--- config.mk ---
export PLATFORM = sky130hd
export DESIGN_NAME = uart_cmd_parser
export DESIGN_NICKNAME = d
export VERILOG_FILES = /design/src/rtl/uart_cmd_parser.sv
export SDC_FILE = /design/constraint.sdc
export NUM_CORES = 1
export LEC_CHECK = 0
export BUFFER_PORTS_ARGS = -buffer_cell sky130_fd_sc_hd__buf_2
export CELL_PAD_IN_SITES_DETAIL_PLACEMENT = 1
export CELL_PAD_IN_SITES_GLOBAL_PLACEMENT = 2
export CORE_UTILIZATION = 40
export CTS_CLUSTER_DIAMETER = 60
export DETAILED_ROUTE_END_ITERATION = 16
export PLACE_DENSITY_LB_ADDON = 0.05
export SYNTH_ARGS = -nofsm -noshare
export SYNTH_HDL_FRONTEND = slang
export SYNTH_SLANG_ARGS = --single-unit
--- constraint.sdc ---
create_clock -name clk_50mhz -period 6.15 [get_ports clk_50mhz]
set_input_delay 0.3075 -clock clk_50mhz [delete_from_list [all_inputs] [get_ports clk_50mhz]]
set_output_delay 0.3075 -clock clk_50mhz [all_outputs]
set_load 0.01 [all_outputs]
--- src/rtl/uart_cmd_parser.sv ---
// uart_cmd_parser
//   Drains the UART RX FIFO one byte at a time and parses ASCII command
//   lines of the form <cmd><digits><term>:
//     cmd   'F'/'f' sets the frequency in Hz, 'D'/'d' sets the duty in percent
//     digits decimal, most significant first, at most MAX_DIGITS of them
//     term  CR (0x0D) or LF (0x0A)
//   A valid line updates freq_hz or duty_pct and pulses cfg_update. A bad line
//   pulses cmd_error once and leaves both registers unchanged.
//
// Ports
//   clk_50mhz   system clock
//   rst_n       asynchronous active-low reset
//   fifo_empty  RX FIFO empty flag
//   fifo_data   byte at the FIFO tail, valid while fifo_empty=0
//   fifo_read   one-cycle pop strobe to the RX FIFO
//   freq_hz     current PWM frequency, Hz
//   duty_pct    current duty cycle, 0..100
//   cfg_update  one-cycle pulse when freq_hz or duty_pct was just written
//   cmd_error   one-cycle pulse when a line is rejected
//   busy        high while a line is partially parsed
//
// FIFO handshake: fifo_empty is sampled only in S_WAIT. When it is low the
// FSM raises fifo_read for exactly one cycle (S_READ); fifo_data is captured
// at the edge that closes that cycle, which is also the edge on which the
// FIFO performs the pop. The byte is then decoded in S_DECODE, so a pop
// happens at most once every three cycles.
module uart_cmd_parser #(
  parameter int FREQ_WIDTH   = 24,
  parameter int FREQ_MAX     = 10_000_000,
  parameter int FREQ_DEFAULT = 1000,
  parameter int DUTY_DEFAULT = 50,
  parameter int MAX_DIGITS   = 8
) (
  input  logic                  clk_50mhz,
  input  logic                  rst_n,
  input  logic                  fifo_empty,
  input  logic [7:0]            fifo_data,
  output logic                  fifo_read,
  output logic [FREQ_WIDTH-1:0] freq_hz,
  output logic [6:0]            duty_pct,
  output logic                  cfg_update,
  output logic                  cmd_error,
  output logic                  busy
);

  localparam int ACC_W = FREQ_WIDTH + 4;
  localparam int DIG_W = $clog2(MAX_DIGITS + 1);

  typedef enum logic [1:0] {
    S_WAIT   = 2'd0,
    S_READ   = 2'd1,
    S_DECODE = 2'd2
  } state_t;

  typedef enum logic [1:0] {
    PH_CMD  = 2'd0,
    PH_NUM  = 2'd1,
    PH_SKIP = 2'd2
  } phase_t;

  state_t           state;
  phase_t           phase;
  logic [7:0]       byte_reg;
  logic [ACC_W-1:0] acc;
  logic [DIG_W-1:0] ndig;
  logic             cmd_freq;

  // Byte classification and the next accumulator value.
  logic             is_digit;
  logic             is_term;
  logic             is_freq_cmd;
  logic             is_duty_cmd;
  logic [ACC_W-1:0] acc_next;
  logic [ACC_W-1:0] acc_limit;
  logic             over_limit;
  logic             too_many;

  always_comb begin
    is_digit    = (byte_reg >= 8'h30) && (byte_reg <= 8'h39);
    is_term     = (byte_reg == 8'h0D) || (byte_reg == 8'h0A);
    is_freq_cmd = (byte_reg == 8'h46) || (byte_reg == 8'h66);
    is_duty_cmd = (byte_reg == 8'h44) || (byte_reg == 8'h64);
    // acc never exceeds FREQ_MAX, so acc*10+9 always fits in ACC_W bits.
    acc_next    = (acc * ACC_W'(10)) + {{(ACC_W-4){1'b0}}, byte_reg[3:0]};
    acc_limit   = cmd_freq ? ACC_W'(FREQ_MAX) : ACC_W'(100);
    over_limit  = acc_next > acc_limit;
    // Leading zeros count, so this rejects the digit that would be one too many.
    too_many    = ndig == DIG_W'(MAX_DIGITS);
  end

  assign busy = (phase != PH_CMD);

  always_ff @(posedge clk_50mhz or negedge rst_n) begin
    if (!rst_n) begin
      state      <= S_WAIT;
      phase      <= PH_CMD;
      byte_reg   <= 8'h00;
      acc        <= '0;
      ndig       <= '0;
      cmd_freq   <= 1'b0;
      fifo_read  <= 1'b0;
      freq_hz    <= FREQ_WIDTH'(FREQ_DEFAULT);
      duty_pct   <= 7'(DUTY_DEFAULT);
      cfg_update <= 1'b0;
      cmd_error  <= 1'b0;
    end else begin
      cfg_update <= 1'b0;
      cmd_error  <= 1'b0;
      case (state)
        S_WAIT: begin
          if (!fifo_empty) begin
            fifo_read <= 1'b1;
            state     <= S_READ;
          end
        end
        S_READ: begin
          byte_reg  <= fifo_data;
          fifo_read <= 1'b0;
          state     <= S_DECODE;
        end
        S_DECODE: begin
          state <= S_WAIT;
          case (phase)
            PH_CMD: begin
              if (is_freq_cmd || is_duty_cmd) begin
                cmd_freq <= is_freq_cmd;
                acc      <= '0;
                ndig     <= '0;
                phase    <= PH_NUM;
              end else if (!is_term) begin
                phase <= PH_SKIP;
              end
              // A terminator here is an empty line (e.g. LF after CR).
            end
            PH_NUM: begin
              if (is_digit) begin
                if (too_many || over_limit) begin
                  phase <= PH_SKIP;
                end else begin
                  acc  <= acc_next;
                  ndig <= ndig + DIG_W'(1);
                end
              end else if (is_term) begin
                phase <= PH_CMD;
                // Zero Hz would stall the PWM, so it is rejected; 0 % duty is legal.
                if ((ndig == '0) || (cmd_freq && (acc == '0))) begin
                  cmd_error <= 1'b1;
                end else begin
                  if (cmd_freq) freq_hz  <= acc[FREQ_WIDTH-1:0];
                  else          duty_pct <= acc[6:0];
                  cfg_update <= 1'b1;
                end
              end else begin
                phase <= PH_SKIP;
              end
            end
            PH_SKIP: begin
              if (is_term) begin
                cmd_error <= 1'b1;
                phase     <= PH_CMD;
              end
            end
            default: phase <= PH_CMD;
          endcase
        end
        default: begin
          state     <= S_WAIT;
          fifo_read <= 1'b0;
        end
      endcase
    end
  end

endmodule

**Word-level counts from Yosys, hierarchy flattened**

Cells that the tools add are included.

- Add/sub/neg operators: 2
- $mul: 1
- Order comparisons: 3
- Equality and inequality tests: 18
- Multiplexer cells: 31
- Bitwise logic cells: 4
- Reductions and logical operators: 20

Operators with widths:

| operator | number |
|---|---|
| $mux 28 | 3 |
| $pmux 28 s2 | 1 |
| $eq 8x7->1 const B | 4 |
| $add 28x4->28 | 1 |
| $gt 28x24->1 | 1 |
| $logic_not 28->1 | 1 |
| $mul 28x3->27 const B | 1 |
| $mux 24 | 1 |
| $eq 8x4->1 const B | 2 |
| $mux 2 | 7 |
| $mux 4 | 3 |
| $reduce_and 6->1 | 2 |
| $mux 1 | 11 |
| $ne 2x2->1 const B | 5 |
| $ge 8x6->1 const B | 1 |
| $le 8x6->1 const B | 1 |
| $pmux 4 s2 | 1 |
| $logic_or 1x1->1 | 6 |
| $ne 3x3->1 const B | 2 |
| $pmux 2 s3 | 1 |
| $reduce_and 5->1 | 1 |
| $add 4x1->4 const B | 1 |
| $eq 2x1->1 const B | 2 |
| $eq 2x2->1 const B | 2 |
| other kinds (11) | 18 |

- Flip-flop bits (word level): 79
- Logic and storage cells: 90

**Logic depth before layout (Yosys ltp)**

Gate-level depths: netlist of run 1.

- Depth after elaboration: 8
- Mapped depth: 23
- Gate-level depth less buffers: 21

**Worst setup path after synthesis of run 1**

OpenSTA, ideal clock, no wires.

- Path kind: register to register
- From: reg acc[1]
- To: reg acc[19]
- Library setup time: 125 ps
- Arrival time: 5453 ps
- Setup slack: 572 ps
- Cell stages (with the launch flop): 21
- Buffers on the path: 1
- Period minus slack after synthesis: 5578 ps
- Cell sequence: dfrtp_1 -> ha_1 -> ha_1 -> fa_1 -> a211oi_2 -> o21ai_2 -> a31o_2 -> a31oi_1 -> xor2_1 -> nor4_1 -> or4b_4 -> xnor2_1 -> ha_1 -> a211o_1 -> or2_2 -> o32ai_1 -> a21o_1 -> o2111a_1 -> nand4b_4 -> buf_4 -> mux2_4

- Cells in the longest elaborated chain, start to end: 6

RTL lines:

| what | line | source |
|---|---|---|
| from (decl) | 64 | `logic [ACC_W-1:0] acc;` |
| from (signal assigned) | 140 | `acc <= acc_next;` |
| $mul 28x3->27 (*) | 84 | `acc_next = (acc * ACC_W'(10)) + {{(ACC_W-4){1'b0}}, byte_reg[3:0]};` |
| $add 28x4->28 (*) | 84 |  |
| $gt 28x24->1 | 86 | `over_limit = acc_next > acc_limit;` |
| $logic_or 1x1->1 | 137 | `if (too_many \|\| over_limit) begin` |
| $ne 2x2->1 (no source line) | - |  |
| $reduce_and 5->1 (no source line) | - |  |

Every way passes the cells marked *; elsewhere a longest branch is shown, timed or not. The select of a mux whose other input is x is not followed.
A chain may end at the register's enable or synchronous reset.

**Worst setup path in the final report of run 1**

- From: reg acc[10]
- To: reg acc[7]

- Cells in the longest elaborated chain, start to end: 6

RTL lines:

| what | line |
|---|---|
| $mul 28x3->27 | 84 |
| $add 28x4->28 | 84 |
| $gt 28x24->1 | 86 |
| $logic_or 1x1->1 | 137 |
| $ne 2x2->1 (no source line) | - |
| $reduce_and 5->1 (no source line) | - |

Every way passes these cells.

==> results of run 1 <==
-- stage by stage --
step	instances	setup slack (ns)
after global placement	851	0.268
final	868	0.292
after floorplan	622	0.572
after detailed placement	851	0.111
after CTS	867	0.0862
after global routing	868	0.0348
-- routing by layer --
metal  up-vias  track usage  routed length [um]
met5         -            0                   0
met4         0       0.0709                 299
met3        21       0.0276                 355
met2        62        0.399                8620
met1      2532        0.297                8110
li1       2418            -                   -
-- final timing paths --
path	cells past startpoint	from	to
worst max-delay path	19	acc[10]	acc[7]
worst min-delay path	2	fifo_empty	state[0]
worst max register to register	19	acc[10]	acc[7]
worst min register to register	1	state[0]	state[0]
max in group asynchronous	1	rst_n	freq_hz[11]
min in group asynchronous	1	rst_n	freq_hz[18]
-- cells by family after synthesis --
kind of cell | after synthesis
AND/OR/NAND/NOR | 211
AO/OA/AOI/OAI | 118
flip-flops | 79
multiplexers | 70
adder cells (fa/ha/maj) | 68
buffers and inverters | 39
XOR/XNOR | 37
-- where the power goes --
group | switching (uW) | internal, uW | total, uW
logic | 94.9 | 67.7 | 163
clock network | 259 | 283 | 543
registers | 29.1 | 546 | 575
-- final cells by class --
type / count / share of cell area
multi-input cells: 504 / 0.579
flip-flops and latches: 79 / 0.284
repair buffers: 62 / 0.0513
well taps: 188 / 0.0336
clock buffers: 9 / 0.0322
inverters: 19 / 0.0102
clock inverters: 7 / 0.00912
-- worst max-delay path, cell delays in order (launching register included) --
cell and delay, ns:
dfrtp_1 0.48, ha_1 0.34, ha_1 0.42, and2_2 0.26, nand3_1 0.16, o221ai_1 0.42
or4_1 0.19, nand3_1 0.17, nor4_2 0.44, or4b_4 0.56, xnor2_1 0.18, ha_1 0.21
a211o_1 0.30, or2_2 0.30, o32ai_2 0.27, a21o_1 0.15, o2111a_1 0.24, nand4b_4 0.12
buf_4 0.22, mux2_1 0.32
-- synthesized netlist by cell type, types with 10 or more instances --
| library cell | number | area share |
|---|---|---|
| xor2_1 | 15 | 0.021 |
| mux2i_1 | 18 | 0.029 |
| a21oi_1 | 19 | 0.015 |
| nand2_1 | 52 | 0.032 |
| nor2_1 | 30 | 0.018 |
| xnor2_1 | 21 | 0.030 |
| a21o_1 | 14 | 0.017 |
| and3_1 | 10 | 0.010 |
| inv_1 | 19 | 0.012 |
| clkbuf_1 | 11 | 0.0067 |
| nor4_1 | 11 | 0.011 |
| mux2_2 | 40 | 0.073 |
| o21ai_0 | 20 | 0.016 |
| dfrtp_1 | 70 | 0.28 |
| and2_1 | 15 | 0.015 |
| nor3_1 | 17 | 0.014 |
| ha_1 | 66 | 0.13 |
| nand3_1 | 23 | 0.019 |
| nand4_1 | 11 | 0.011 |
-- repair_timing --
item	4_1_cts	5_1_grt
gates resized for setup	0	9
setup endpoints to repair	0	32
endpoints found under the hold margin	0	0
setup buffers	0	1
==> results.md, run 1 <==
- Pwr Total: 1280 uW
- Post-synth EDFFs: 0
- Grt ovf: 0
- Global-route usage over all layers: 0.229
- Hold_ws: 0.113 ns
- Die area: around 0.016 sq mm
- PortBufs: 45
- Leakage: between 0.003 and 0.004 uW
- Yosys warns: 0
- Mapped cell area: approximately 0.006 sq mm
- HP Class: input port to flop
- Relative slew slack: 0.279
- Die Y: 126 um
- Worst-path clk slew: roughly 0.07 ns
- Starting Density: 0.408
- Syn avg cell area: a little under 10 sq um
- Highest Clock Rate: ~170 MHz
- Most frequent cells in the layout: dfrtp_1 (70), ha_1 (66), nand2_1 (52), buf_2 (44), mux2_2 (40)
- Hold Buf Count CTS: 0
- Peak VDD IR: around 0.12 mV
- CTS Buf Count: 9
- WS Path Type: flop to flop
- Post-synth ARST share: 1.00
- Post-Route WL: 17400 um
- Register-to-register setup slack: just under 0.3 ns
- Max-slew violation count: 0
- Worst path required time: around 6.4 ns
- #FFs+latches synth: a little under 80
- Post-route cell area: around 0.007 sq mm
- Seq/Total Area, Yosys: 0.322
- Hold Violations, Final: 0
- CTS tree: yes
- Floorplan core area: between 0.015 and 0.02 sq mm
- Clock period minus worst slack: around 6 ns
- Adder-cell share of the synthesized area: 0.140
- Number of global-route vias before repair: a little over 5000
- Antenna Nets Post-Route: 0
- Period utilization: 0.952
- Post-synthesis mux area share: 0.126
- Maximum clock path buffer count: 2
- Die X-Extent: 126 um
- Final net count: 754
- Gpl congestion: 0.827
- Max-cap violations: 0
- Yosys cell types: just under 80
- Via count: 5033
- Area grow syn2layout: 13.3%
- Share of post-route cells with drive strength above 1: 0.238
- CTS root buf: clkbuf_16
- Arr. time, crit path: about 6.1 ns
- Outcome: finished clean
- Largest net degree at the start of global routing: 80
- Latest clock arrival within the worst-skew pair: around 0.35 ns
- Post-Syn Nets: between 700 and 800
- Initial DRC count: approximately 140
- Clock H-tree levels: 3
- Post-Synth Simple-Gate Area: 0.188
- Largest family of logic cells by synthesized area: simple AND/OR/NAND/NOR gates
- Final setup viols: 0
- Hpwl dp: approximately 13000 um
- Crit path max fanout: 10
- Setup TNS Final: 0 ns
- Register area: 0.00199 sq mm
- Cells after Synth: between 600 and 700
- Unrepaired setup endpoints after global routing: no
- Worst Max-Slew Pin Slew: 1.08 ns
- Cell row count: 45
- Post-layout util: 0.462
- Routed len/inst: between 20 and 25 um
- # IOs: 46
- Max FFs per register: 28
- N_diodes: 0
- Synth Area in Compound Gates: 0.140
- Ys flop type: dfrtp_1
- # fillers: around 1700
- Power Density: approximately 180 mW/mm^2
- Antenna violations before repair: 0
- CP Capture Type: flop
- Critical path startpoint category: flop
- Clock Skew: between 0.008 and 0.009 ns
- First-pass DRT Iterations: 4
- Vias per cell: 5.80
- Footprint of the multi-input gates: a little over 0.004 sq mm
- Post-synthesis xor/xnor area fraction: 0.0537
- TritonCTS Sinks: 79
- Placed cell area: 0.00665 sq mm
- Global-route wire length before repair: about 28000 um
- Commonest non-fill, non-tap cell in the layout: dfrtp_1
- # DRC: 0
Power figures use the tool's default switching activity.
==> run 2, diff against run 1 <==
--- a/config.mk
+++ b/config.mk
@@ -6,8 +6,7 @@
 export NUM_CORES = 1
 export LEC_CHECK = 0
 export BUFFER_PORTS_ARGS = -buffer_cell sky130_fd_sc_hd__buf_2
-export CELL_PAD_IN_SITES_DETAIL_PLACEMENT = 1
-export CELL_PAD_IN_SITES_GLOBAL_PLACEMENT = 2
+export CORE_ASPECT_RATIO = 2
 export CORE_UTILIZATION = 40
 export CTS_CLUSTER_DIAMETER = 60
 export DETAILED_ROUTE_END_ITERATION = 16
==> results.md, run 2 (synthesized netlist as in run 1, its figures left out) <==
- Share of post-route cells with drive strength above 1: 0.238 (-0.000699)
- Final setup viols: 0 (unchanged)
- Relative slew slack: 0.498 (+0.219)
- Register area: 0.00199 sq mm (+0.13%)
- Crit path max fanout: 11 (+1)
- Arr. time, crit path: 6.09 ns (about the same)
- Via count: 5001 (-0.64%)
- WP buf/inv: 1 (unchanged)
- Latest clock arrival within the worst-skew pair: 0.35 ns (about the same)
- DR top layer: met4
- Clock H-tree levels: 3 (unchanged)
- Worst Hold End: state[0]
- # IOs: 46 (unchanged)
- PortBufs: 45 (unchanged)
- Footprint of the multi-input gates: 0.00406 sq mm (+0.12%)
- Area grow syn2layout: 14.4%
- N_diodes: 0 (unchanged)
- CTS Buf Count: 9 (unchanged)
- Clock Skew: 0.00636 ns (-0.00177 ns)
- # fillers: 1476 (-14%)
- Crit path largest cell delay: 0.60 ns (+0.04 ns)
- Die Y: 178 um (+41%)
- Starting Density: 0.412 (+0.00460)
- Hpwl dp: 13200 um (-1.2%)
- Largest net degree at the start of global routing: 56 (-30%)
- # DRC: 0 (unchanged)
- Power Density: 181 mW/mm^2 (-1.1%)
- Maximum clock path buffer count: 2 (unchanged)
- Worst path required time: 6.38 ns (about the same)
- Leakage: 0.00364 uW (+1.3%)
- Post-Route WL: 17200 um (-1.3%)
- Die X-Extent: 89.9 um (-29%)
- Outcome: finished clean
- Worst Max-Slew Pin Slew: 0.753 ns (-0.329 ns)
- Highest Clock Rate: 171 MHz (about the same)
- CTS tree: yes
- Hold Violations, Final: 0 (unchanged)
- Cell family with most CP delay: compound AO/OA/AOI/OAI gates
- Met2 WL: 9350 um (+8.4%)
- Worst-path cell chain: ha_1, ha_1, a21o_1, a31o_2, nor2_4, a221o_1, nor4_4, nand4_4, or4b_4, xnor2_1, ha_1, a211o_1, or2_2, o32ai_1, a21o_1, o2111a_1, nand4b_4, clkbuf_16, mux2_4
- CP Capture Type: flop
- Commonest non-fill, non-tap cell in the layout: dfrtp_1
- Most frequent cells in the layout: dfrtp_1 (68), ha_1 (66), nand2_1 (52), buf_2 (44), mux2_2 (40)
- Critical path startpoint category: flop
- Global-route wire length before repair: 27000 um (-4.4%)
- Placed cell area: 0.00666 sq mm (+0.21%)
- Worst hold path cell count: 2 (unchanged)
- Clock period minus worst slack: 5.86 ns (+0.00427 ns)
- Cell row count: 63 (+40%)
- Max FFs per register: 28 (unchanged)
- Antenna violations before repair: 0 (unchanged)
- Register-to-register setup slack: 0.29 ns (about the same)
- Peak VDD IR: 0.197 mV (+63%)
- Reg2reg start: acc[5]
- Grt ovf: 0 (unchanged)
- Vias per cell: 5.70 (-1.7%)
- Number of global-route vias before repair: 5139 (-0.96%)
- Die area: 0.0160 sq mm (+0.19%)
- Unrepaired setup endpoints after global routing: no
- WL met3: 397 um (+12%)
- Final net count: 757 (+0.40%)
- Metal1 wirelength: 6280 um (-22%)
- WS Path Type: flop to flop
- Max-cap violations: 0 (unchanged)
- Period utilization: 0.953 (about the same)
- Setup TNS Final: 0 ns (unchanged)
- Initial DRC count: 156 (+13%)
- Max-slew violation count: 0 (unchanged)
- Global-route usage over all layers: 0.222 (-0.00749)
- CP most frequent cell: ha_1
- Gpl congestion: 0.858 (+3.7%)
- CTS root buf: clkbuf_16
- Routed len/inst: 19.6 um (-2.3%)
- First-pass DRT Iterations: 4 (unchanged)
- Slowest-stage cell, CP: or4b_4
- R2R Path End: acc[19]
- Hold Path Origin: fifo_empty
- Worst reg2reg path depth: 19 (unchanged)
- TritonCTS Sinks: 79 (unchanged)
- HP Class: input port to flop
- Worst-path clk slew: 0.06 ns (about the same)
- Floorplan core area: 0.0150 sq mm (-1.1%)
- Antenna Nets Post-Route: 0 (unchanged)
- Post-route cell area: 0.00706 sq mm (+0.98%)
run 2: cell types whose count changed in the layout (fill, tap and decap cells not counted), sizes merged:
cell         change
dlygate4sd3      +1
clkinv           +1
clkbuf           +4
buf              +1
clkinvlp         -2
bufinv           +1
inv              -4
run 2: where the power goes:
| group | switching (uW) | leakage, uW | internal, uW | total (uW) |
|---|---|---|---|---|
| Combinational | 92.7 | 0.00246 | 68.3 | 161 |
| Sequential | 29.3 | 0.00104 | 546 | 576 |
| Clock | 218 | 0.000143 | 324 | 541 |
| Total | 340 | 0.00364 | 938 | 1280 |
run 2: per-stage QoR:
stage          power (uW)   util  hold WS (ns)  setup WS (ns)  std cells
3_5_place_dp          746  0.445         0.252          0.154        857
4_1_cts              1300  0.465         0.114         0.0994        873
2_1_floorplan         686      -        0.0119          0.572        622
5_1_grt              1340  0.472         0.122         0.0426        877
6_report             1280  0.472         0.124          0.288        877
3_3_place_gp          740  0.445         0.242          0.244        857
run 2: worst max path at each step:
stage	startpoint	end	slack (ns)	depth (start not counted)
after detailed placement	acc[2]	acc[6]	0.15	20
final	acc[5]	acc[19]	0.29	19
after floorplan	acc[1]	acc[19]	0.57	20
after global routing	acc[5]	acc[19]	0.04	18
after global placement	acc[2]	acc[6]	0.24	20
after CTS	acc[2]	acc[6]	0.1	20
run 2: timing repair:
action / in CTS / in global routing
endpoints found under the setup margin: 0 / 22
resized for setup: 0 / 10
hold buffers: 1 / 0
buffers inserted: 0 / 3
hold endpoints to repair: 15 / 0
run 2: final cells by class:
class / instances / area share
Timing Repair Buffer: 65 / 0.0581
Tap cell: 195 / 0.0345
Clock buffer: 12 / 0.0349
Sequential cell: 79 / 0.282
Inverter: 19 / 0.0101
Clock inverter: 3 / 0.00620
Multi-Input combinational cell: 504 / 0.574
run 2: layer usage:
layer,GRT usage,vias up
li1,-,2432
met1,0.213,2411
met2,0.434,106
met3,0.0278,52
met4,0.151,0
met5,0,-
run 2: worst reg2reg max path, stage by stage (launching register included):
cell,delay [ns]
dfrtp_1,0.47
ha_1,0.34
ha_1,0.46
a21o_1,0.20
a31o_2,0.18
nor2_4,0.07
a221o_1,0.43
nor4_4,0.42
nand4_4,0.19
or4b_4,0.60
xnor2_1,0.18
ha_1,0.22
a211o_1,0.29
or2_2,0.28
o32ai_1,0.29
a21o_1,0.16
o2111a_1,0.25
nand4b_4,0.17
clkbuf_16,0.24
mux2_4,0.30
==> run 3, diff against run 2 <==
--- a/config.mk
+++ b/config.mk
@@ -7,9 +7,11 @@
 export LEC_CHECK = 0
 export BUFFER_PORTS_ARGS = -buffer_cell sky130_fd_sc_hd__buf_2
 export CORE_ASPECT_RATIO = 2
+export CORE_MARGIN = 2
 export CORE_UTILIZATION = 40
 export CTS_CLUSTER_DIAMETER = 60
 export DETAILED_ROUTE_END_ITERATION = 16
+export GPL_TIMING_DRIVEN = 0
 export PLACE_DENSITY_LB_ADDON = 0.05
 export SYNTH_ARGS = -nofsm -noshare
 export SYNTH_HDL_FRONTEND = slang
==> results.md, run 3 (synthesized netlist as in run 1, its figures left out) <==
- Critical path startpoint category: flop
- CTS Buf Count: 9 (unchanged)
- Cell row count: 64 (+1.6%)
- Global-route wire length before repair: 26200 um (-2.9%)
- Worst path required time: 6.38 ns (about the same)
- Starting Density: 0.406 (-0.00644)
- Number of global-route vias before repair: 5057 (-1.6%)
- CP Capture Type: flop
- Latest clock arrival within the worst-skew pair: 0.35 ns (about the same)
- Clock Skew: 0.00511 ns (-0.00124 ns)
- Clock H-tree levels: 3 (unchanged)
- Arr. time, crit path: 6.15 ns (+0.06 ns)
- # fillers: 1522 (+3.1%)
- HP Class: input port to flop
- # DRC: 0 (unchanged)
- Clock period minus worst slack: 5.92 ns (+0.0586 ns)
- Die Y: 180 um (+1.1%)
- CTS tree: yes
- TritonCTS Sinks: 79 (unchanged)
- Comb pwr share: 0.129 (+0.003)
- CTS root buf: clkbuf_16
- Crit path max fanout: 10 (-1)
- Pwr Total: 1240 uW (-3.3%)
- Die area: 0.0165 sq mm (+3.4%)
- Worst-path clk slew: 0.06 ns (about the same)
- Post-Route WL: 16200 um (-5.4%)
- Hold Violations, Final: 0 (unchanged)
- PortBufs: 45 (unchanged)
- Hold_ws: 0.123 ns (-0.00161 ns)
- Routed len/inst: 18.2 um (-6.8%)
- Psw: 336 uW (-1.1%)
- Die X-Extent: 91.9 um (+2.2%)
- Leakage: 0.00362 uW (-0.73%)
- Max FFs per register: 28 (unchanged)
- Int Pwr: 900 uW (-4.1%)
- Footprint of the multi-input gates: 0.00404 sq mm (-0.37%)
- Antenna Nets Post-Route: 0 (unchanged)
- Floorplan core area: 0.0152 sq mm (+1.6%)
- Power Density: 175 mW/mm^2 (-3.2%)
- Max-slew violation count: 0 (unchanged)
- # IOs: 46 (unchanged)
- Share of post-route cells with drive strength above 1: 0.230 (-0.00777)
- WS Path Type: flop to flop
- Max-cap violations: 0 (unchanged)
- Final net count: 766 (+1.2%)
- Via count: 4974 (-0.54%)
- Maximum clock path buffer count: 2 (unchanged)
- Period utilization: 0.963 (+0.00952)
- Most frequent cells in the layout: dfrtp_1 (69), ha_1 (66), nand2_1 (52), buf_2 (46), mux2_2 (40)
- Largest net degree at the start of global routing: 54 (-3.6%)
- Peak VDD IR: 0.180 mV (-8.6%)
- Global-route usage over all layers: 0.203 (-0.0190)
- Outcome: finished clean
- Grt ovf: 0 (unchanged)
- First-pass DRT Iterations: 4 (unchanged)
- Area grow syn2layout: 14.3%
- Worst setup margin: 0.229 ns (-0.0586 ns)
- Hpwl dp: 12800 um (-2.9%)
- Sequential fraction of design power: 0.465 (+0.015)
- Clk pwr share: 0.406 (-0.018)
- Antenna violations before repair: 0 (unchanged)
- Highest Clock Rate: 169 MHz (-0.99%)
- Vias per cell: 5.59 (-2.0%)
- N_diodes: 0 (unchanged)
- Register area: 0.00199 sq mm (about the same)
- Commonest non-fill, non-tap cell in the layout: dfrtp_1
- Worst Max-Slew Pin Slew: 0.832 ns (+0.0786 ns)
- Relative slew slack: 0.446 (-0.0524)
- Sw Share: 0.272 (+0.00590)
- Gpl congestion: 0.833 (-2.9%)
- Worst slack at placement: -0.306 ns (-0.461 ns)
- Initial DRC count: 155 (-0.64%)
- Final setup viols: 0 (unchanged)
[run 3: cell count changes in the layout (fill, tap and decap cells not counted), sizes merged]
cell	delta
bufinv	-1
clkbuf	+10
clkinv	+1
[run 3: cell type report]
cell class | count | share of cell area
Buffer | 19 | 0.0158
Clock buffer | 13 | 0.0355
Clock inverter | 3 | 0.00266
Inverter | 19 | 0.0101
Multi-Input combinational cell | 504 | 0.573
Sequential cell | 79 | 0.282
Tap cell | 198 | 0.0351
Timing Repair Buffer | 55 | 0.0461
[run 3: power by group through the flow]
stage	clock, uW	combinational [uW]	sequential, uW
floorplan	0	110	577
global placement	0	154	583
detailed placement	0	161	585
CTS	519	163	576
global route	535	182	580
finish	502	159	575
[run 3: repair_timing]
| action | 4_1_cts | 5_1_grt |
|---|---|---|
| setup endpoints to repair | 33 | 31 |
| hold buffers | 1 | 0 |
| pin swaps | 4 | 5 |
| hold endpoints to repair | 17 | 0 |
| setup buffers | 2 | 6 |
| gates resized for setup | 5 | 4 |
[run 3: path summary, 6_finish.rpt]
| kind | startpoint | end | slack (ns) | depth (start not counted) |
|---|---|---|---|---|
| min in group asynchronous | rst_n | freq_hz[13] | 0.42 | 2 |
| worst min register to register | state[0] | state[0] | 0.48 | 1 |
| max in group asynchronous | rst_n | acc[1] | 5.10 | 3 |
| worst min-delay path | fifo_empty | state[0] | 0.12 | 2 |
| worst max register to register | acc[1] | acc[20] | 0.23 | 20 |
| worst max-delay path | acc[1] | acc[20] | 0.23 | 20 |
[run 3: layer usage]
metal	share of wire	global-route usage	up-vias
met5	0	0	-
met4	0.036	0.0931	0
met3	0.018	0.0189	25
met2	0.57	0.392	70
met1	0.38	0.215	2437
li1	-	-	2442
[run 3: stage by stage]
stage               TNS [ns]  cell area, sq um  std cells  utilization
floorplan                  0              6170        622            -
global placement       -3.40              6650        865        0.437
detailed placement     -7.34              6680        866        0.439
CTS                        0              7000        885        0.460
global route        -0.00713              7060        890        0.464
finish                     0              7060        890        0.464
[run 3: worst max-delay path, stage by stage, from the launching register on]
cell and delay, ns:
dfrtp_2 0.48, ha_1 0.32, ha_1 0.23, fa_2 0.39
a211oi_4 0.30, o21ai_2 0.16, xor2_2 0.21, nand3b_1 0.18
nor4_4 0.43, nand4_4 0.19, or4b_4 0.60, xnor2_1 0.19
ha_1 0.23, a211o_1 0.30, or2_2 0.29, o32ai_2 0.26
a21o_1 0.14, o2111a_2 0.25, nand4b_4 0.12, buf_4 0.22
mux2_4 0.30
